`src/rtl/verinject_divergence_tracker_if.sv`:
```
// Sample/result bus between the golden/injected pair plus monitor and the
// divergence tracker.
interface verinject_divergence_tracker_if #(
  parameter int unsigned WIDTH      = 40,
  parameter int unsigned CYCLE_BITS = 48
);
  logic                  inject_pulse;
  logic [CYCLE_BITS-1:0] cycle_number;
  logic                  sample_valid;
  logic [WIDTH-1:0]      golden;
  logic [WIDTH-1:0]      faulty;
  logic                  busy;
  logic                  result_valid;
  logic [1:0]            result_class;
  logic [CYCLE_BITS-1:0] first_cycle;
  logic [WIDTH-1:0]      first_xor;
  logic [15:0]           mismatch_count;
  logic [15:0]           masked_total;
  logic [15:0]           recovered_total;
  logic [15:0]           persistent_total;
  logic [7:0]            dropped_total;

  modport master (
    output inject_pulse, cycle_number, sample_valid, golden, faulty,
    input  busy, result_valid, result_class, first_cycle, first_xor,
           mismatch_count, masked_total, recovered_total, persistent_total,
           dropped_total
  );

  modport slave (
    input  inject_pulse, cycle_number, sample_valid, golden, faulty,
    output busy, result_valid, result_class, first_cycle, first_xor,
           mismatch_count, masked_total, recovered_total, persistent_total,
           dropped_total
  );
endinterface

```
`src/rtl/verinject_divergence_tracker.sv`:
```
// Classifies each injection as masked/recovered/persistent over a window of
// valid golden/faulty samples and keeps saturating campaign totals.
module verinject_divergence_tracker #(
  parameter int unsigned WIDTH      = 40,
  parameter int unsigned CYCLE_BITS = 48,
  parameter int unsigned WINDOW     = 64
) (
  input logic                          clock,
  input logic                          reset,
  verinject_divergence_tracker_if.slave bus
);

  typedef enum logic [1:0] {
    IDLE    = 2'd0,
    OBSERVE = 2'd1,
    REPORT  = 2'd2
  } state_t;

  state_t                state, state_next;
  logic [15:0]           window_cnt;
  logic [15:0]           mismatch_count;
  logic [CYCLE_BITS-1:0] first_cycle;
  logic [WIDTH-1:0]      first_xor;
  logic [1:0]            result_class;
  logic [15:0]           masked_total, recovered_total, persistent_total;
  logic [7:0]            dropped_total;

  logic       accept, sample, last_sample, mismatch;
  logic [15:0] count_inc;
  logic [1:0] class_next;

  always_comb begin
    state_next  = state;
    accept      = 1'b0;
    sample      = 1'b0;
    last_sample = 1'b0;
    unique case (state)
      IDLE: begin
        if (bus.inject_pulse) begin
          accept     = 1'b1;
          state_next = OBSERVE;
        end
      end
      OBSERVE: begin
        if (bus.sample_valid) begin
          sample = 1'b1;
          if (window_cnt == 16'd1) begin
            last_sample = 1'b1;
            state_next  = REPORT;
          end
        end
      end
      REPORT:  state_next = IDLE;
      default: state_next = IDLE;
    endcase
  end

  assign mismatch  = (bus.golden != bus.faulty);
  assign count_inc = (mismatch_count == 16'hFFFF) ? mismatch_count : mismatch_count + 16'd1;

  // Class is resolved on the final sample so it is valid throughout REPORT;
  // the final sample itself decides the last-sample-mismatch outcome.
  always_comb begin
    class_next = 2'd1;
    if (mismatch)                   class_next = 2'd2;
    else if (mismatch_count == '0)  class_next = 2'd0;
  end

  always_ff @(posedge clock) begin
    if (reset) begin
      state            <= IDLE;
      window_cnt       <= '0;
      mismatch_count   <= '0;
      first_cycle      <= '0;
      first_xor        <= '0;
      result_class     <= '0;
      masked_total     <= '0;
      recovered_total  <= '0;
      persistent_total <= '0;
      dropped_total    <= '0;
    end else begin
      state <= state_next;
      if (accept) begin
        window_cnt     <= 16'(WINDOW);
        mismatch_count <= '0;
        first_cycle    <= '0;
        first_xor      <= '0;
      end
      if (sample) begin
        window_cnt <= window_cnt - 16'd1;
        // A zero count doubles as the first-seen flag: it saturates, never wraps.
        if (mismatch) begin
          mismatch_count <= count_inc;
          if (mismatch_count == '0) begin
            first_cycle <= bus.cycle_number;
            first_xor   <= bus.golden ^ bus.faulty;
          end
        end
      end
      if (last_sample) begin
        result_class <= class_next;
        unique case (class_next)
          2'd0:    if (masked_total != 16'hFFFF)     masked_total     <= masked_total + 16'd1;
          2'd1:    if (recovered_total != 16'hFFFF)  recovered_total  <= recovered_total + 16'd1;
          default: if (persistent_total != 16'hFFFF) persistent_total <= persistent_total + 16'd1;
        endcase
      end
      if (bus.inject_pulse && (state != IDLE) && (dropped_total != 8'hFF))
        dropped_total <= dropped_total + 8'd1;
    end
  end

  assign bus.busy             = (state != IDLE);
  assign bus.result_valid     = (state == REPORT);
  assign bus.result_class     = result_class;
  assign bus.first_cycle      = first_cycle;
  assign bus.first_xor        = first_xor;
  assign bus.mismatch_count   = mismatch_count;
  assign bus.masked_total     = masked_total;
  assign bus.recovered_total  = recovered_total;
  assign bus.persistent_total = persistent_total;
  assign bus.dropped_total    = dropped_total;

endmodule

```
`src/flat_wrapper.sv`:
```
// flat-port wrapper written by rule: the top's interface ports become plain ports
module verinject_divergence_tracker_flat 
#(
  parameter int unsigned WIDTH      = 40,
  parameter int unsigned CYCLE_BITS = 48,
  parameter int unsigned WINDOW     = 64
)
  (clock, reset, bus_inject_pulse, bus_cycle_number, bus_sample_valid, bus_golden, bus_faulty, bus_busy, bus_result_valid, bus_result_class, bus_first_cycle, bus_first_xor, bus_mismatch_count, bus_masked_total, bus_recovered_total, bus_persistent_total, bus_dropped_total);
  verinject_divergence_tracker_if #(.WIDTH(WIDTH), .CYCLE_BITS(CYCLE_BITS)) bus_i ();
  input logic clock;
  input logic reset;
  input wire logic [$bits(bus_i.inject_pulse)-1:0] bus_inject_pulse;
  input wire logic [$bits(bus_i.cycle_number)-1:0] bus_cycle_number;
  input wire logic [$bits(bus_i.sample_valid)-1:0] bus_sample_valid;
  input wire logic [$bits(bus_i.golden)-1:0] bus_golden;
  input wire logic [$bits(bus_i.faulty)-1:0] bus_faulty;
  output wire logic [$bits(bus_i.busy)-1:0] bus_busy;
  output wire logic [$bits(bus_i.result_valid)-1:0] bus_result_valid;
  output wire logic [$bits(bus_i.result_class)-1:0] bus_result_class;
  output wire logic [$bits(bus_i.first_cycle)-1:0] bus_first_cycle;
  output wire logic [$bits(bus_i.first_xor)-1:0] bus_first_xor;
  output wire logic [$bits(bus_i.mismatch_count)-1:0] bus_mismatch_count;
  output wire logic [$bits(bus_i.masked_total)-1:0] bus_masked_total;
  output wire logic [$bits(bus_i.recovered_total)-1:0] bus_recovered_total;
  output wire logic [$bits(bus_i.persistent_total)-1:0] bus_persistent_total;
  output wire logic [$bits(bus_i.dropped_total)-1:0] bus_dropped_total;
  assign bus_i.inject_pulse = bus_inject_pulse;
  assign bus_i.cycle_number = bus_cycle_number;
  assign bus_i.sample_valid = bus_sample_valid;
  assign bus_i.golden = bus_golden;
  assign bus_i.faulty = bus_faulty;
  assign bus_busy = bus_i.busy;
  assign bus_result_valid = bus_i.result_valid;
  assign bus_result_class = bus_i.result_class;
  assign bus_first_cycle = bus_i.first_cycle;
  assign bus_first_xor = bus_i.first_xor;
  assign bus_mismatch_count = bus_i.mismatch_count;
  assign bus_masked_total = bus_i.masked_total;
  assign bus_recovered_total = bus_i.recovered_total;
  assign bus_persistent_total = bus_i.persistent_total;
  assign bus_dropped_total = bus_i.dropped_total;
  verinject_divergence_tracker #(.WIDTH(WIDTH), .CYCLE_BITS(CYCLE_BITS), .WINDOW(WINDOW)) u_core (.clock(clock), .reset(reset), .bus(bus_i));
endmodule
```
`config.mk`:
```
export PLATFORM = sky130hd
export DESIGN_NAME = verinject_divergence_tracker_flat
export DESIGN_NICKNAME = d
export VERILOG_FILES = /design/src/rtl/verinject_divergence_tracker_if.sv /design/src/rtl/verinject_divergence_tracker.sv /design/src/flat_wrapper.sv
export SDC_FILE = /design/constraint.sdc
export NUM_CORES = 1
export LEC_CHECK = 0
export ABC_AREA = 0
export ABC_CLOCK_PERIOD_IN_PS = 3100
export BUFFER_PORTS_ARGS = -buffer_cell sky130_fd_sc_hd__clkbuf_2
export CORE_UTILIZATION = 27
export DETAILED_ROUTE_END_ITERATION = 8
export PLACE_DENSITY = 0.53
export SYNTH_ARGS = -nofsm -noshare
export SYNTH_HDL_FRONTEND = slang
export SYNTH_SLANG_ARGS = --single-unit
```
`constraint.sdc`:
```
create_clock -name clock -period 3.1 [get_ports clock]
set_input_delay 0.62 -clock clock [delete_from_list [all_inputs] [get_ports clock]]
set_output_delay 0.62 -clock clock [all_outputs]
set_load 0.01 [all_outputs]
```
======== Word-level counts from Yosys, hierarchy flattened ========
Cells that the tools add are included.
storage, ports and cells
  memory bits (writable) .................. 0
  output and inout bits ................... 164
  bits of input ports ..................... 132
  memory bits (read-only) ................. 0
  bits in latches ......................... 0
  word-level logic and storage cells ...... 71
  bits in registers ....................... 180
  memories ................................ 0
cells by class
  bitwise logic cells ..................... 2
  shift operators ......................... 0
  magnitude comparators ................... 0
  multiplexer cells ....................... 27
  add/subtract/negate cells ............... 6
  equality and inequality tests ........... 14
  reductions and logical operators ........ 12
  multiply operators ...................... 0
  div/mod/pow operators ................... 0
operators with widths
  cell                   number
  $mux 48                4
  $mux 40                4
  $mux 16                6
  $add 16x1->16 const B  4
  $ne 16x16->1 const B   3
  $ne 40x40->1           1
  $xor 40x40->40         1
  $eq 16x1->1 const B    1
  $eq 16x16->1 const B   1
  $logic_not 16->1       1
  $sub 16x1->16 const B  1
  $reduce_and 3->1       4
  $add 8x1->8 const B    1
  $mux 1                 8
  $mux 2                 4
  $ne 8x8->1 const B     1
  $eq 2x1->1 const B     2
  $logic_not 2->1        2
  $ne 2x2->1 const B     2
  $pmux 2 s2             1
  $reduce_bool 2->1      2
  $ne 3x3->1 const B     1
  $eq 2x2->1 const B     1
  $logic_and 1x1->1      2
  3 further kinds        3

======== Depth between registers and ports, before layout ========
  word-level depth ........................ 7
  mapped depth ............................ 10
  gate-level depth less buffers ........... 8

======== Least setup slack after synthesis ========
OpenSTA, ideal clock, no wires.
  path kind ............................... in2reg
  from .................................... input bus_faulty[29]
  to ...................................... register u_core.masked_total[12], in the netlist u_core.bus.masked_total[12]
  data required time ...................... 2979 ps
  setup slack ............................. 139 ps
  stages on the path ...................... 9
  arrival time ............................ 2840 ps
  path buffers ............................ 2
  library setup time ...................... 121 ps
  cell sequence ........................... xor2_1 or4_1 nor2_1 nand3_1 clkbuf_1 or4_4 buf_6 nor3_1 mux2_2
between the ends
  word-level cells in the longest chain between the ends .. 4
RTL lines
  element                     RTL line                             RTL
  from (decl)                 flat_wrapper.sv:16                   input wire logic [$bits(bus_i.faulty)-1:0] bus_faulty;
  $ne 40x40->1                verinject_divergence_tracker.sv:58   assign mismatch = (bus.golden != bus.faulty);
  $mux 2                      verinject_divergence_tracker.sv:65   if (mismatch) class_next = 2'd2;
  $logic_not 2->1             verinject_divergence_tracker.sv:102  unique case (class_next)
  $reduce_and 3->1 (no line)  --
  to (signal assigned)        verinject_divergence_tracker.sv:103  2'd0: if (masked_total != 16'hFFFF) masked_total <= masked_total + 16'd1;
  to (decl)                   verinject_divergence_tracker.sv:25   logic [15:0] masked_total, recovered_total, persistent_total;
No other way between the ends.
A chain may end at the register's enable or synchronous reset.

======== Worst setup path after layout ========
  from .................................... register u_core.window_cnt[8]
  to ...................................... register u_core.masked_total[12], in the netlist u_core.bus.masked_total[12]
between the ends
  word-level cells in the longest chain between the ends .. 5
RTL lines
  element                     RTL line                            RTL
  from (decl)                 verinject_divergence_tracker.sv:20  logic [15:0] window_cnt;
  from (signal assigned)      verinject_divergence_tracker.sv:84  window_cnt <= 16'(WINDOW);
  from (signal assigned)      verinject_divergence_tracker.sv:90  window_cnt <= window_cnt - 16'd1;
  $eq 16x1->1                 verinject_divergence_tracker.sv:47  if (window_cnt == 16'd1) begin
  $mux 1                      verinject_divergence_tracker.sv:47
  $mux 1                      verinject_divergence_tracker.sv:45  if (bus.sample_valid) begin
  $mux 1                      verinject_divergence_tracker.sv:37  unique case (state)
  $reduce_and 3->1 (no line)  --
No other way between the ends.

==> metrics.txt <==
clk_lat worst skew=between 0.4 and 0.5 ns; dominant cell type by area after synthesis=dfxtp_1; most frequent cells in the layout=clkbuf_2, dfxtp_1, nand2_1, nand3_1, a21oi_1; switching pwr=approximately 1.4 mW; Post-Synthesis Cell Area=8120 um2; Synth top area share=around 44%; clk sinks=180; # rows=63; relative slew slack=55.3%; CTS root buffer=clkbuf_16; DR WL/cell=between 15 and 20 um; Post-synth EDFFs=0; crit path kind=flop to flop; PwrDens=494 nW/um2; CP delay by family, top=simple AND/OR/NAND/NOR gates; Post-Place Setup Slack=-0.170 ns; Final Cycle Share=95.3%; adder-cell share of the synthesized area=~1.2%; Yosys reg bits=180; Die Y=~180 um; Leak Pwr=between 4 and 5 nW; commonest non-fill, non-tap cell in the layout=clkbuf_2; post-cts sizing count=0; setup ws final=around 0.15 ns; final RePlAce weighted congestion=~0.77; Critical Path AT=roughly 3.3 ns; min-delay worst type=primary input to flop; Layout Cells excl Fill=around 1700; worst path bufs/invs=0; post-synthesis instance total=990; largest family of logic cells by synthesized area=simple AND/OR/NAND/NOR gates; final slew viol count=0; multiplexer share of the synthesized area=under 10%; Core ar.=between 20000 and 30000 um2; TritonCTS clock tree=built; Hold Violations, Final=0; Layout Skew=between 0.015 and 0.02 ns; sequential power share=44.5%; Crit. End Element=flop; via count=between 8000 and 9000; slowest stage delay, CP=approximately 0.6 ns; filler cell count=around 3100; status=finished, final reports clean; largest net degree at the start of global routing=106; synth top area cells=dfxtp_1, nand3_1, a21oi_1; Seq/Total Area, Yosys=44.4%; ANT cells=0; Startpoint Class=flop; Routed WL=25800 um; Fmax achieved=0.339 GHz; xor-xnor portion of the synthesized cell area=8.19%; Synth Area in Compound Gates=between 10% and 20%; Comb pwr share=approximately 11%; H-tree depth=4; DP HPWL=18300 um; Int Power=between 3 and 4 mW; critical path cell sequence=or4_1 -> or2_4 -> or4_4 -> or4_4 -> nor3_1 -> mux2_2; fraction of layout cells with a size suffix above 1=31.0%; Max-Cap Viols=0; DRT antenna net count=0; GRT Total Usage=approximately 16%; RSZ-0062 raised after global routing=no; vias in the first global route=between 7000 and 8000; Die Area=between 30000 and 40000 um2; Final Setup Violations=0; setup TNS=0 ns; area of the multi-input gates=around 4200 um2; post-synth net total=1130; worst-path maximum fanout=12; top-level I/O count=between 200 and 300; Die W=about 180 um; critical path's slowest cell=or4_4; drt pass-1 iters=5; Via density=just under 5; Worst-Margin Slew=between 0.6 and 0.7 ns; number of distinct library cells after synthesis=50; grt ovf=0; Post-CTS Setup Bufs=0; first-pass GRT wire length=about 40000 um; Final Hold Slack=0.395 ns; worst vdd ir=339 uV; syn_area_per_cell=between 8 and 9 um2; Final nets=between 1000 and 1500; FF-to-FF Start=u_core.window_cnt[8]; DRC=0; clock share of power=between 40% and 50%; initial antenna violation count=0; Placed Cells=1659; Crit. Startpoint=u_core.window_cnt[8]; CP most frequent cell=or4_4; CTS Buffer Depth=2; Syn-to-layout area delta=34.8%; initial DRC count=490; Sequential cell area=roughly 3600 um2; post-synthesis async set-or-reset flop share=0%; Worst Hold Launch=bus_cycle_number[5]; Synth Warn #=0; number of buffers added on ports=295; Switching Share=between 20% and 30%; worst path required time=between 3 and 4 ns; post-synthesis simple-gate area fraction=~29%; Tmin final=2.95 ns; CTS Buf Count=17; Most used DFF post-synth=dfxtp_1; Initial Util=27.4%; Reg clk slew, reported paths=0.08 ns; # hold bufs at CTS=0
-- path summary, 6_finish.rpt --
check	cells after the start	slack [ns]	end
min	3	0.39	u_core.bus.first_cycle[5]
min reg2reg	2	0.46	u_core.bus.first_cycle[15]
max	6	0.15	u_core.bus.masked_total[12]
max reg2reg	6	0.15	u_core.bus.masked_total[12]
-- power groups by stage --
stage / clock (mW) / combinational, mW / sequential [mW]
finish: 2.41 / 0.596 / 2.41
global route: 2.58 / 0.654 / 2.42
CTS: 2.50 / 0.605 / 2.41
detailed placement: 0 / 0.603 / 2.46
global placement: 0 / 0.600 / 2.46
floorplan: 0 / 0.276 / 2.48
-- synthesized netlist by cell type (all sizes together), types with 7 or more instances --
cell type	number
dfxtp	180
o211ai	7
nand2	127
nand4	19
and3	18
nor2b	10
xnor2	19
inv	19
and4	7
nor2	72
buf	8
nor4	22
o21ai	7
xor2	57
or3	14
ha	8
a21oi	119
or4	21
nand3	123
nor3	9
mux2i	9
clkbuf	54
-- registers in the layout, indices dropped and copies added, names as in the netlist --
name,flops
u_core.bus.dropped_total,8
u_core.bus.first_cycle,48
u_core.bus.first_xor,40
u_core.bus.masked_total,16
u_core.bus.mismatch_count,16
u_core.bus.persistent_total,16
u_core.bus.recovered_total,16
u_core.bus.result_class,2
u_core.state,2
u_core.window_cnt,16
-- tightest hold or removal path: stages --
cell	delay, ns
clkbuf_2	0.08
nand2_1	0.04
a21oi_1	0.05
-- cell families (layout without fill, tap and decap cells) --
kind of cell / Yosys count / after routing
AOI/OAI and AO/OA: 166 / 166
adders and majority gates: 8 / 8
DFF: 180 / 180
buffers and inverters: 81 / 392
muxes: 15 / 15
and+or+nand+nor: 464 / 464
xor gates and xnor gates: 76 / 76
-- layer usage --
metal	GRT usage, %	share of wire, %
met5	0	0
met4	4.49	1.5
met3	4.59	6.7
met2	28.0	48
met1	20.3	44
-- through the flow --
stage          power, mW  area, um2  util (%)
5_1_grt             5.65      11000      36.9
6_report            5.41      11000      36.9
4_1_cts             5.52      11000      36.9
2_1_floorplan       2.75       8120         -
3_3_place_gp        3.06      10300      34.8
3_5_place_dp        3.06      10300      34.8
-- area by class of cell --
class	instances	share of cell area [%]
multi-input combinational	729	38.5
sequential	180	32.9
timing repair buffer	341	17.6
tap	390	4.46
clock buffer	18	4.01
clock inverter	14	1.83
inverter	19	0.651
(Power assumes the default switching activity.)
